**src/rtl/if_id_buffer_if.sv**
```systemverilog
// Fetch/decode boundary bundle for the IF/ID buffer.
// The slave modport is the buffer's view and the master modport is the surrounding pipeline's view.
interface if_id_buffer_if;
    logic [31:0] FD_Inst_code;
    logic [31:0] fd_pc;
    logic        fd_valid;
    logic        fd_ready;
    logic        flush;
    logic        id_valid;
    logic        id_ready;
    logic [31:0] id_inst;
    logic [31:0] id_pc;
    logic [6:0]  id_opcode;
    logic [4:0]  id_rd;
    logic [2:0]  id_funct3;
    logic [4:0]  id_rs1;
    logic [4:0]  id_rs2;
    logic [6:0]  id_funct7;
    logic        id_illegal;
    logic [1:0]  id_count;

    modport slave (
        input  FD_Inst_code, fd_pc, fd_valid, flush, id_ready,
        output fd_ready, id_valid, id_inst, id_pc, id_opcode, id_rd, id_funct3,
               id_rs1, id_rs2, id_funct7, id_illegal, id_count
    );

    modport master (
        output FD_Inst_code, fd_pc, fd_valid, flush, id_ready,
        input  fd_ready, id_valid, id_inst, id_pc, id_opcode, id_rd, id_funct3,
               id_rs1, id_rs2, id_funct7, id_illegal, id_count
    );
endinterface

```
**src/rtl/if_id_buffer.sv**
```systemverilog
// Two-entry IF/ID skid FIFO with head-instruction field decode and RV32I opcode legality check.
// Every output is derived from registered state only; there is no same-cycle bypass.
module if_id_buffer #(
    parameter logic [31:0] NOP_INST = 32'h00000013
) (
    input  logic           clock,
    input  logic           reset,
    if_id_buffer_if.slave  bus
);
    localparam int unsigned XLEN  = 32;
    localparam int unsigned DEPTH = 2;
    localparam int unsigned CNT_W = 2;

    logic [XLEN-1:0]  inst_q [DEPTH];
    logic [XLEN-1:0]  pc_q   [DEPTH];
    logic             rd_ptr_q, rd_ptr_d;
    logic             wr_ptr_q, wr_ptr_d;
    logic [CNT_W-1:0] count_q, count_d;

    logic             fd_ready_c;
    logic             id_valid_c;
    logic             push_c;
    logic             pop_c;
    logic [XLEN-1:0]  head_inst_c;
    logic [XLEN-1:0]  head_pc_c;
    logic             legal_op_c;

    assign fd_ready_c = (count_q < CNT_W'(DEPTH));
    assign id_valid_c = (count_q != '0);
    assign push_c     = bus.fd_valid && fd_ready_c && !bus.flush;
    assign pop_c      = id_valid_c && bus.id_ready && !bus.flush;

    // Next-state: flush clears pointers and count and overrides push and pop.
    always_comb begin
        rd_ptr_d = rd_ptr_q;
        wr_ptr_d = wr_ptr_q;
        count_d  = count_q;
        if (bus.flush) begin
            rd_ptr_d = 1'b0;
            wr_ptr_d = 1'b0;
            count_d  = '0;
        end else begin
            if (push_c) wr_ptr_d = ~wr_ptr_q;
            if (pop_c)  rd_ptr_d = ~rd_ptr_q;
            case ({push_c, pop_c})
                2'b10:   count_d = count_q + CNT_W'(1);
                2'b01:   count_d = count_q - CNT_W'(1);
                default: count_d = count_q;
            endcase
        end
    end

    always_ff @(posedge clock) begin
        if (reset) begin
            rd_ptr_q <= 1'b0;
            wr_ptr_q <= 1'b0;
            count_q  <= '0;
        end else begin
            rd_ptr_q <= rd_ptr_d;
            wr_ptr_q <= wr_ptr_d;
            count_q  <= count_d;
        end
    end

    // Entry storage carries no reset and is never cleared on pop or flush.
    always_ff @(posedge clock) begin
        if (push_c && !reset) begin
            inst_q[wr_ptr_q] <= bus.FD_Inst_code;
            pc_q[wr_ptr_q]   <= bus.fd_pc;
        end
    end

    assign head_inst_c = id_valid_c ? inst_q[rd_ptr_q] : NOP_INST;
    assign head_pc_c   = id_valid_c ? pc_q[rd_ptr_q]   : '0;

    // RV32I base opcode whitelist; the low two bits must also be 2'b11.
    always_comb begin
        legal_op_c = 1'b0;
        case (head_inst_c[6:0])
            7'b0110111, 7'b0010111, 7'b1101111, 7'b1100111,
            7'b1100011, 7'b0000011, 7'b0100011, 7'b0010011,
            7'b0110011, 7'b0001111, 7'b1110011: legal_op_c = 1'b1;
            default:                            legal_op_c = 1'b0;
        endcase
    end

    assign bus.fd_ready   = fd_ready_c;
    assign bus.id_valid   = id_valid_c;
    assign bus.id_inst    = head_inst_c;
    assign bus.id_pc      = head_pc_c;
    assign bus.id_opcode  = head_inst_c[6:0];
    assign bus.id_rd      = head_inst_c[11:7];
    assign bus.id_funct3  = head_inst_c[14:12];
    assign bus.id_rs1     = head_inst_c[19:15];
    assign bus.id_rs2     = head_inst_c[24:20];
    assign bus.id_funct7  = head_inst_c[31:25];
    assign bus.id_illegal = id_valid_c && !legal_op_c;
    assign bus.id_count   = count_q;
endmodule

```
**src/flat_wrapper.sv**
```systemverilog
// flat-port wrapper written by rule: the top's interface ports become plain ports
module if_id_buffer_flat 
#(
    parameter logic [31:0] NOP_INST = 32'h00000013
)
  (clock, reset, bus_FD_Inst_code, bus_fd_pc, bus_fd_valid, bus_flush, bus_id_ready, bus_fd_ready, bus_id_valid, bus_id_inst, bus_id_pc, bus_id_opcode, bus_id_rd, bus_id_funct3, bus_id_rs1, bus_id_rs2, bus_id_funct7, bus_id_illegal, bus_id_count);
  if_id_buffer_if bus_i ();
  input  logic clock;
  input  logic reset;
  input wire logic [$bits(bus_i.FD_Inst_code)-1:0] bus_FD_Inst_code;
  input wire logic [$bits(bus_i.fd_pc)-1:0] bus_fd_pc;
  input wire logic [$bits(bus_i.fd_valid)-1:0] bus_fd_valid;
  input wire logic [$bits(bus_i.flush)-1:0] bus_flush;
  input wire logic [$bits(bus_i.id_ready)-1:0] bus_id_ready;
  output wire logic [$bits(bus_i.fd_ready)-1:0] bus_fd_ready;
  output wire logic [$bits(bus_i.id_valid)-1:0] bus_id_valid;
  output wire logic [$bits(bus_i.id_inst)-1:0] bus_id_inst;
  output wire logic [$bits(bus_i.id_pc)-1:0] bus_id_pc;
  output wire logic [$bits(bus_i.id_opcode)-1:0] bus_id_opcode;
  output wire logic [$bits(bus_i.id_rd)-1:0] bus_id_rd;
  output wire logic [$bits(bus_i.id_funct3)-1:0] bus_id_funct3;
  output wire logic [$bits(bus_i.id_rs1)-1:0] bus_id_rs1;
  output wire logic [$bits(bus_i.id_rs2)-1:0] bus_id_rs2;
  output wire logic [$bits(bus_i.id_funct7)-1:0] bus_id_funct7;
  output wire logic [$bits(bus_i.id_illegal)-1:0] bus_id_illegal;
  output wire logic [$bits(bus_i.id_count)-1:0] bus_id_count;
  assign bus_i.FD_Inst_code = bus_FD_Inst_code;
  assign bus_i.fd_pc = bus_fd_pc;
  assign bus_i.fd_valid = bus_fd_valid;
  assign bus_i.flush = bus_flush;
  assign bus_i.id_ready = bus_id_ready;
  assign bus_fd_ready = bus_i.fd_ready;
  assign bus_id_valid = bus_i.id_valid;
  assign bus_id_inst = bus_i.id_inst;
  assign bus_id_pc = bus_i.id_pc;
  assign bus_id_opcode = bus_i.id_opcode;
  assign bus_id_rd = bus_i.id_rd;
  assign bus_id_funct3 = bus_i.id_funct3;
  assign bus_id_rs1 = bus_i.id_rs1;
  assign bus_id_rs2 = bus_i.id_rs2;
  assign bus_id_funct7 = bus_i.id_funct7;
  assign bus_id_illegal = bus_i.id_illegal;
  assign bus_id_count = bus_i.id_count;
  if_id_buffer #(.NOP_INST(NOP_INST)) u_core (.clock(clock), .reset(reset), .bus(bus_i));
endmodule
```
**config.mk**
```make
export PLATFORM = sky130hd
export DESIGN_NAME = if_id_buffer_flat
export DESIGN_NICKNAME = d
export VERILOG_FILES = /design/src/rtl/if_id_buffer_if.sv /design/src/rtl/if_id_buffer.sv /design/src/flat_wrapper.sv
export SDC_FILE = /design/constraint.sdc
export NUM_CORES = 1
export LEC_CHECK = 0
export ABC_AREA = 1
export CAP_MARGIN = 20
export CORE_ASPECT_RATIO = 1.5
export CORE_MARGIN = 2
export CORE_UTILIZATION = 45
export DETAILED_ROUTE_END_ITERATION = 10
export GPL_TIMING_DRIVEN = 0
export PLACE_DENSITY = 0.78
export SYNTH_ARGS = -nofsm -noshare
export SYNTH_HDL_FRONTEND = slang
export SYNTH_SLANG_ARGS = --single-unit
```
**constraint.sdc**
```tcl
create_clock -name clock -period 7.8 [get_ports clock]
set_clock_uncertainty 0.15 [all_clocks]
set_input_delay 1.56 -clock clock [delete_from_list [all_inputs] [get_ports clock]]
set_output_delay 1.56 -clock clock [all_outputs]
set_load 0.005 [all_outputs]
```
==> results.tsv <==
metric	value	unit
outcome	completed	
layout cells sized above 1	0.157	
final WL	12.3	mm
Inst Count DP	755	
hpwl dp	8.95	mm
final period utilization	0.521	
WP data required	6.09	ns
Mapped Cells	425	
pwr dens	211	mW/mm2
placed cell area	0.00735	mm2
R2R setup slack	5.37	ns
Hold Crit Class	reg2reg	
via count	3775	
critical path fanouts, max	10	
Design Area, Final	0.00792	mm2
Area contributors post-synth	edfxtp_1 72%, nand2_1 9.3%, a21oi_1 5.9%	
DRT antenna net count	0	
DR pass1 iterations	4	
CP delay by family, top	buffers and inverters	
Crit path largest cell delay	0.50	ns
core area	0.0115	mm2
RSZ-0062 raised after global routing	no	
number of gates resized after cts	0	
gr ovfl total	0	
Final Util	0.687	
pre-CTS setup slack	3.60	ns
Peak VDD IR	0.000161	V
fin cells	787	
Hold Path Origin	u_core.rd_ptr_q	
initial core utilization	0.462	
Min-Delay Path Depth	2	
DIE AREA	0.0128	mm2
postcts setup bufs	0	
CTS H-tree depth	4	
# setup viols final	0	
Mapped Area	0.00533	mm2
vias in the first global route	3828	
launching point of the worst reg2reg path	u_core.bus.id_count[1]	
diodes inserted	0	
Worst-path clk slew	0.06	ns
Worst Setup End Kind	primary output	
die height	137	um
Tightest Pin Transition	0.989	ns
area leader, netlist	edfxtp_1	
buffers added on ports	169	
minimum hold slack	0.353	ns
first-pass GRT wire length	18.7	mm
Avg WL per Cell	15.7	um
initial antenna violation count	0	
crit start category	register	
leakage	2.91	nW
IO Pins	170	
via-per-instance ratio	4.80	
Crit Path Class	reg2out	
Arrival @ worst endpoint	2.35	ns
Syn Area/Cell	12.5	um2
share of the synthesized area in the top cell type	0.721	
Critical Path, Cell by Cell	inv_2, clkbuf_1, nand2_1, a21oi_1, buf_4, clkdlybuf4s50_1	
Worst slew margin	0.337	
Synth Net Count	495	
site row count	48	
Skew-Pair Late Insertion Delay	0.40	ns
worst-case clock buffer depth	2	
Critical-path top delay cell	clkdlybuf4s50_1	
synthesized flop and latch total	133	
fill cell count	831	
Sink Count	133	
Root Buffer	clkbuf_16	
TritonCTS clock tree	yes	
cts hold-fix bufs	0	
total CTS buffers	17	
register area share after synthesis	0.740	
fmax	0.246	GHz
Final min period	4.06	ns
Max Cap Violations	0	
Worst Path Buf+Inv	4	
Final Max Slew Viols	0	
worst r2r dst	u_core.inst_q[0][26]	
PnR worst setup slack	3.74	ns
Layout area overhead	48.5	%
Hold Violations, Final	0	
R2R depth	6	
DRC	0	
Synth Warn #	0	
GPL Wtd Cong	0.734	
gr usage total	0.194	
Die X	92.9	um
Starting DRT DRC Count	177	
largest net degree at the start of global routing	17	
Final #Nets	694	
Netlist cell types	21	
## report_power, final
part	switching, mW	internal, mW	total, mW
clock	0.289	0.465	0.754
sequential	0.00360	0.797	0.801
combinational	0.0460	0.0705	0.117
## how the worst max path moves through the flow
stage	end	slack, ns	depth (start not counted)
5_1_grt	bus_id_rs1[2]	3.63	6
3_3_place_gp	u_core.pc_q[1][28]	-1.76	4
2_1_floorplan	u_core.inst_q[0][0]	0.99	3
6_report	bus_id_inst[27]	3.74	6
4_1_cts	bus_id_inst[27]	3.72	6
3_5_place_dp	u_core.inst_q[0][26]	3.60	7
## stage by stage
step | power [mW] | setup TNS, ns
after global placement | 0.927 | -222.69
after CTS | 1.68 | 0
after floorplan | 0.852 | 0
final | 1.67 | 0
after detailed placement | 0.932 | 0
after global routing | 1.72 | 0
## sequential cells by signal, indices dropped and copies added, names as in the netlist, named ones only
signal / flops
u_core.rd_ptr_q: 1
u_core.inst_q: 64
u_core.pc_q: 64
u_core.wr_ptr_q: 1
u_core.bus.id_count: 2
## routing by layer
layer | track usage | vias up | part of all wire
li1 | - | 1840 | -
met1 | 0.207 | 1802 | 0.38
met2 | 0.366 | 129 | 0.57
met3 | 0.0542 | 4 | 0.046
met4 | 0.0629 | 0 | 0.0043
met5 | 0 | - | 0
## cell type report
class | count | area [um2] | share of cell area
plain buffers | 51 | 354 | 0.0447
clock buffers | 17 | 425 | 0.0537
clock inverters | 15 | 139 | 0.0175
inverters | 12 | 45.0 | 0.00569
multi-input cells | 229 | 1000 | 0.126
flip-flops and latches | 133 | 3940 | 0.498
well taps | 150 | 188 | 0.0237
repair buffers | 180 | 1820 | 0.230
## cell families (layout without fill, tap and decap cells)
family          count (synthesis)  in the layout  synth area share
fa+ha+maj                       1              1           0.00235
buf+inv                        63            275            0.0748
simple gates                  159            159             0.118
flops                         133            133             0.740
compound gates                 69             69            0.0655
## layout by cell type (no fill, tap or decap), types with 2 or more instances in the layout
cell             count
a21oi_1             63
nor2_1              12
buf_2               10
bufinv_16            2
clkdlybuf4s50_1    169
clkbuf_16           17
buf_8                2
nand2_2              4
nor3_2               2
o21ai_0              4
buf_6               10
nand3_1              6
buf_4               38
clkinv_2             4
clkbuf_1             2
edfxtp_1           128
clkinv_1             3
nand2_1            132
clkinvlp_4           4
inv_2                2
dfxtp_1              5
inv_1               10
## tightest hold or removal path, delay by kind of cell (launching register included)
family / cells / cell delay, ns
buffers and inverters: 1 / 0.09
AO/OA/AOI/OAI: 1 / 0.07
flip-flops: 1 / 0.30
## synth_stat cells, drive strengths merged
cell type,number
dfxtp,5
nor2,13
nand3,7
o21ai,5
clkbuf,2
edfxtp,128
a21oi,64
ha,1
nor4,1
nand2,136
inv,12
nor3,2
buf,49
Note: power is estimated with default switching activity, not from simulation.
==> edit 1 (same settings) <==
Reset style: asynchronous (`reset`), changed in one clocked block.
--- a/src/rtl/if_id_buffer.sv
+++ b/src/rtl/if_id_buffer.sv
@@ -50,7 +50,7 @@
         end
     end
 
-    always_ff @(posedge clock) begin
+    always_ff @(posedge clock or posedge reset) begin
         if (reset) begin
             rd_ptr_q <= 1'b0;
             wr_ptr_q <= 1'b0;
Formal check against the unedited RTL: differs if reset is asserted again (counterexample within 4 cycles, from zero or initial values and one cycle with reset high); with reset held inactive, the same outputs for 10 cycles.
==> edit 1 against the unedited design <==
Worst setup slack worse by 14 ps. Sequential cell count fell by 1. Final cell count is 0.64% higher. Count of clock-buffer cells in the layout rose by 2. Area after synthesis grew 1.5%. Global-route usage up 1.4 points. Design area up 1.2%. Highest routed layer unchanged. Routed wire length up 7.5%.
Power is not compared: it rests on default switching activity, and its combinational part moved more than twofold at a synthesized area within 25%.
==> edit 1: results (changes against the unedited design) <==
Outcome:
- The run finished with clean final reports.

Synth:
- By area the synthesized netlist is led by edfxtp_1 (71%), nand2_1 (9.6%), a21oi_1 (5.5%).
- The share of synthesized area spent on multiplexers is 0% (unchanged).
- The synthesized area divided by synthesized cell count is 12.6 um^2 (+0.13%).
- The fraction of the mapped netlist area in compound gates came to 6.24% (-0.31 points).
- The net count after synthesis is 500 (+1.0%).
- The number of library cell types mapped by synthesis is 23 (+9.5%).
- The area share of fa/ha/maj cells after synthesis is 0% (-0.23 points).
- The commonest cells after synthesis are nand2_1 (138), edfxtp_1 (128), a21oi_1 (59).
- The proportion of synthesized chip area in sequential cells was 72.8% (-1.1 points).

Floorplanning:
- The starting density of the core is 45.5% (-0.72 points).

Routing:
- The violation count after the first detailed-route iteration is 209 (+18%).
- The total detailed-routing wirelength was 13,300 um (+7.5%).
- The routed wire length per instance was 16.7 um (+6.9%).
- The via count of the routed design is 3,900 (+3.3%).

Place:
- The area of placed instances is 7440 um^2 (+1.2%).
- The HPWL after detailed placement is 9590 um (+7.2%).

Worst setup path:
- The startpoint identified for the worst register-to-register timing path is u_core.bus.id_count[1]$_DFFE_PP0P_.
- The reg-to-reg endpoint is u_core.pc_q[0][7]$_DFFE_PP_.
- The setup slack on the worst flop-to-flop path came to 5670 ps (+300 ps).
- The end point of the critical path is bus_id_rd[1].

Timing:
- The actual slew at the worst max-slew pin is 516 ps (-473 ps).
- The worst slack on hold paths was 457 ps (+104 ps).

Global routing:
- The total global-route track usage was 20.8% (+1.4 points).
- The maximum number of pins on one net before global-route repair is 30 (+13).
- The global-route wire length before repair is 20,300 um (+8.8%).
- The number of global-route vias before repair was 4,071 (+6.3%).

Min path:
- The beginning of the worst hold path is u_core.wr_ptr_q$_DFFE_PP0P_.

Finish:
- The filler cell count came to 882 (+6.1%).
- The count of nets after finishing is 695 (+0.14%).
==> edit 1: layer usage <==
layer	part of all wire (%)	vias to the layer above	track usage [%]
met1	35	1900	20.9
met3	4.8	27	6.27
met5	0	-	0
met2	57	123	38.9
met4	2.7	0	8.77
li1	-	1850	-
==> edit 1: per-stage QoR <==
step | worst slack [ps] | total power, mW
floorplan | 1950 | 1.34
global placement | -370 | 1.93
detailed placement | 4120 | 1.96
CTS | 3670 | 2.74
global route | 3590 | 2.85
finish | 3720 | 2.72
==> edit 1: final cells by class <==
| cell class | count | share of cell area (%) |
|---|---|---|
| inverter | 14 | 0.687 |
| sequential | 132 | 49.2 |
| timing repair buffer | 176 | 22.6 |
| clock inverter | 13 | 1.75 |
| buffer | 52 | 4.73 |
| multi-input combinational | 233 | 13.2 |
| tap | 153 | 2.39 |
| clock buffer | 19 | 5.40 |
==> edit 2 (same settings) <==
Without the edit above. `NOP_INST` is set to 32'h00000013 in 2 places; all go to 32'h00000010.
--- a/src/rtl/if_id_buffer.sv
+++ b/src/rtl/if_id_buffer.sv
@@ -1,7 +1,7 @@
 // Two-entry IF/ID skid FIFO with head-instruction field decode and RV32I opcode legality check.
 // Every output is derived from registered state only; there is no same-cycle bypass.
 module if_id_buffer #(
-    parameter logic [31:0] NOP_INST = 32'h00000013
+    parameter logic [31:0] NOP_INST = 32'h00000010
 ) (
     input  logic           clock,
     input  logic           reset,
--- a/src/flat_wrapper.sv
+++ b/src/flat_wrapper.sv
@@ -1,7 +1,7 @@
 // flat-port wrapper written by rule: the top's interface ports become plain ports
 module if_id_buffer_flat 
 #(
-    parameter logic [31:0] NOP_INST = 32'h00000013
+    parameter logic [31:0] NOP_INST = 32'h00000010
 )
   (clock, reset, bus_FD_Inst_code, bus_fd_pc, bus_fd_valid, bus_flush, bus_id_ready, bus_fd_ready, bus_id_valid, bus_id_inst, bus_id_pc, bus_id_opcode, bus_id_rd, bus_id_funct3, bus_id_rs1, bus_id_rs2, bus_id_funct7, bus_id_illegal, bus_id_count);
   if_id_buffer_if bus_i ();
Behaviour: not the same (a bounded check fails within 4 cycles, from zero or initial values).
==> edit 2 against the unedited design <==
Worst setup slack worse by 71 ps. Critical path depth stayed put. Via count is 2.4% higher. Die area is 0.18% lower. Synthesized cell count is 1.4% higher. Power is 4.1% higher. Combinational power is 6% lower. Design area is 0.74% higher. Global-route usage is 0.50 points higher. Area after synthesis is 0.19% lower. Largest cell class unchanged. Sequential cell count stayed put. Largest power group is now clock. Routed wire length is 2.0% higher. Highest routed layer unchanged.
==> edit 2: results (changes against the unedited design) <==
Routing:
- The routed wire length per instance is 15.8 um (+1.1%).
- The iteration count of the initial detailed-routing pass is 5 (+1).
- The violation count after the first detailed-route iteration is 170 (-4.0%).
- The via count of the routed design was 3,866 (+2.4%).
- The total detailed-routing wirelength is 12,600 um (+2.0%).

Place:
- The total instance count after detailed placement is 762 (+0.93%).
- The global placer's final weighted congestion is 0.835 (+14%).
- The area of placed instances is 7350 um^2 (about the same).
- The HPWL after detailed placement is 9200 um (+2.8%).

Synth:
- The number of library cell types mapped by synthesis is 18 (-14%).
- The net count after synthesis is 501 (+1.2%).
- The proportion of synthesized chip area in sequential cells is 74.1% (+0.14 points).
- The synthesized netlist cell count came to 431 (+1.4%).
- The number of synthesized flops with an enable pin came to 128 (unchanged).
- Ranked by total cell area, the synthesized netlist is headed by edfxtp_1 (72%), nand2_1 (9.9%), a21oi_1 (6.0%).
- The commonest cells after synthesis are nand2_1 (140), edfxtp_1 (128), a21oi_1 (64).
- The fraction of registers with async set/reset is 0% (unchanged).
- The warning count from the yosys run was 0 (unchanged).

Global routing:
- The number of antenna violations at the first check in global routing is 0 (unchanged).
- The met2 global-route usage was 36.3% (-0.24 points).
- The number of global-route vias before repair is 3,914 (+2.2%).
- The total global-route track usage was 19.9% (+0.50 points).
- The met1 global-route usage is 21.7% (+0.99 points).
- The global-route met3 utilization came to 4.81% (-0.60 points).
- The global-route wire length before repair is 19,100 um (+2.1%).

Worst setup path:
- The arrival time of the worst setup path came to 2420 ps (+70 ps).
- The worst-path cell with the longest stage delay is clkdlybuf4s50_1.
- The maximum fanout along the worst path is 10 (unchanged).
- The maximum single-stage delay on the critical path is 440 ps (-60 ps).

Timing:
- The actual slew at the worst max-slew pin is 567 ps (-421 ps).
- The final setup violation count is 0 (unchanged).

Finish:
- The share of layout cells above drive strength 1 was 14.6% (-1.1 points).
- The filler cell count was 835 (+0.48%).
- The diode insertion count for antenna repair is 0 (unchanged).
- The count of nets after finishing came to 701 (+1.0%).

CTS:
- The clock-pin transition on the worst setup and hold timing paths is 50 ps.
- The tree is rooted in a clkbuf_16.
- The CTS H-tree depth was 4 (unchanged).

Pwr:
- The internal power of the cells was 1.40 mW (+5.2%).
- The total leakage power is 2.93 nW (+0.78%).
- The largest voltage drop on the vdd net came to 156 uV (-2.7%).

Outcome:
- The flow ran to the end, and the final reports show no timing, DRC or antenna violations.
==> edit 2: kinds of logic after synthesis <==
| group | synth area share [%] |
|---|---|
| compound gates | 6.46 |
| simple gates | 11.9 |
| fa+ha+maj | 0.235 |
| flops | 74.1 |
| buf+inv | 7.33 |
==> edit 2: power by group through the flow <==
stage	clock, mW	combinational (mW)	sequential, mW
2_1_floorplan	0	0.0321	0.817
4_1_cts	0.842	0.111	0.800
3_3_place_gp	0	0.102	0.817
3_5_place_dp	0	0.110	0.815
6_report	0.830	0.110	0.800
5_1_grt	0.872	0.118	0.801
==> edit 2: worst paths after layout <==
kind / startpoint / endpoint / slack, ps / cells after the start
worst max-delay path: u_core.bus.id_count[1]$_SDFFE_PP0P_ / bus_id_rd[3] / 3670 / 6
worst min-delay path: u_core.rd_ptr_q$_SDFFE_PP0P_ / register / 350 / 2
worst max register to register: u_core.bus.id_count[1]$_SDFFE_PP0P_ / u_core.pc_q[0][30]$_DFFE_PP_ / 5620 / 6
worst min register to register: u_core.rd_ptr_q$_SDFFE_PP0P_ / register / 350 / 2
==> edit 2: per-layer routing <==
layer  wire (um)  share of wire, %
met1        4460                35
met2        7150                57
met3         659               5.2
met4         306               2.4
met5           0                 0
==> edit 2: cell type report <==
cell class,instances,area (um^2),area share (%)
Buffer,51,338,4.24
Clock buffer,18,429,5.38
Clock inverter,14,196,2.46
Inverter,14,52.6,0.659
Multi-Input combinational cell,233,998,12.5
Sequential cell,133,3940,49.4
Tap cell,150,188,2.35
Timing Repair Buffer,181,1830,22.9
==> edit 2: per-stage QoR <==
stage / utilization, % / power, mW / setup TNS, ps / setup WS (ps)
2_1_floorplan: - / 0.849 / 0 / 989
3_3_place_gp: 62.5 / 0.919 / -212540 / -1670
3_5_place_dp: 63.7 / 0.925 / 0 / 3970
4_1_cts: 69.2 / 1.75 / 0 / 3650
5_1_grt: 69.2 / 1.79 / 0 / 3520
6_report: 69.2 / 1.74 / 0 / 3670
==> edit 2: tightest hold or removal path, cell delays in order (launching register included) <==
cell,delay [ps]
dfxtp_1,290
inv_1,80
a21oi_1,80
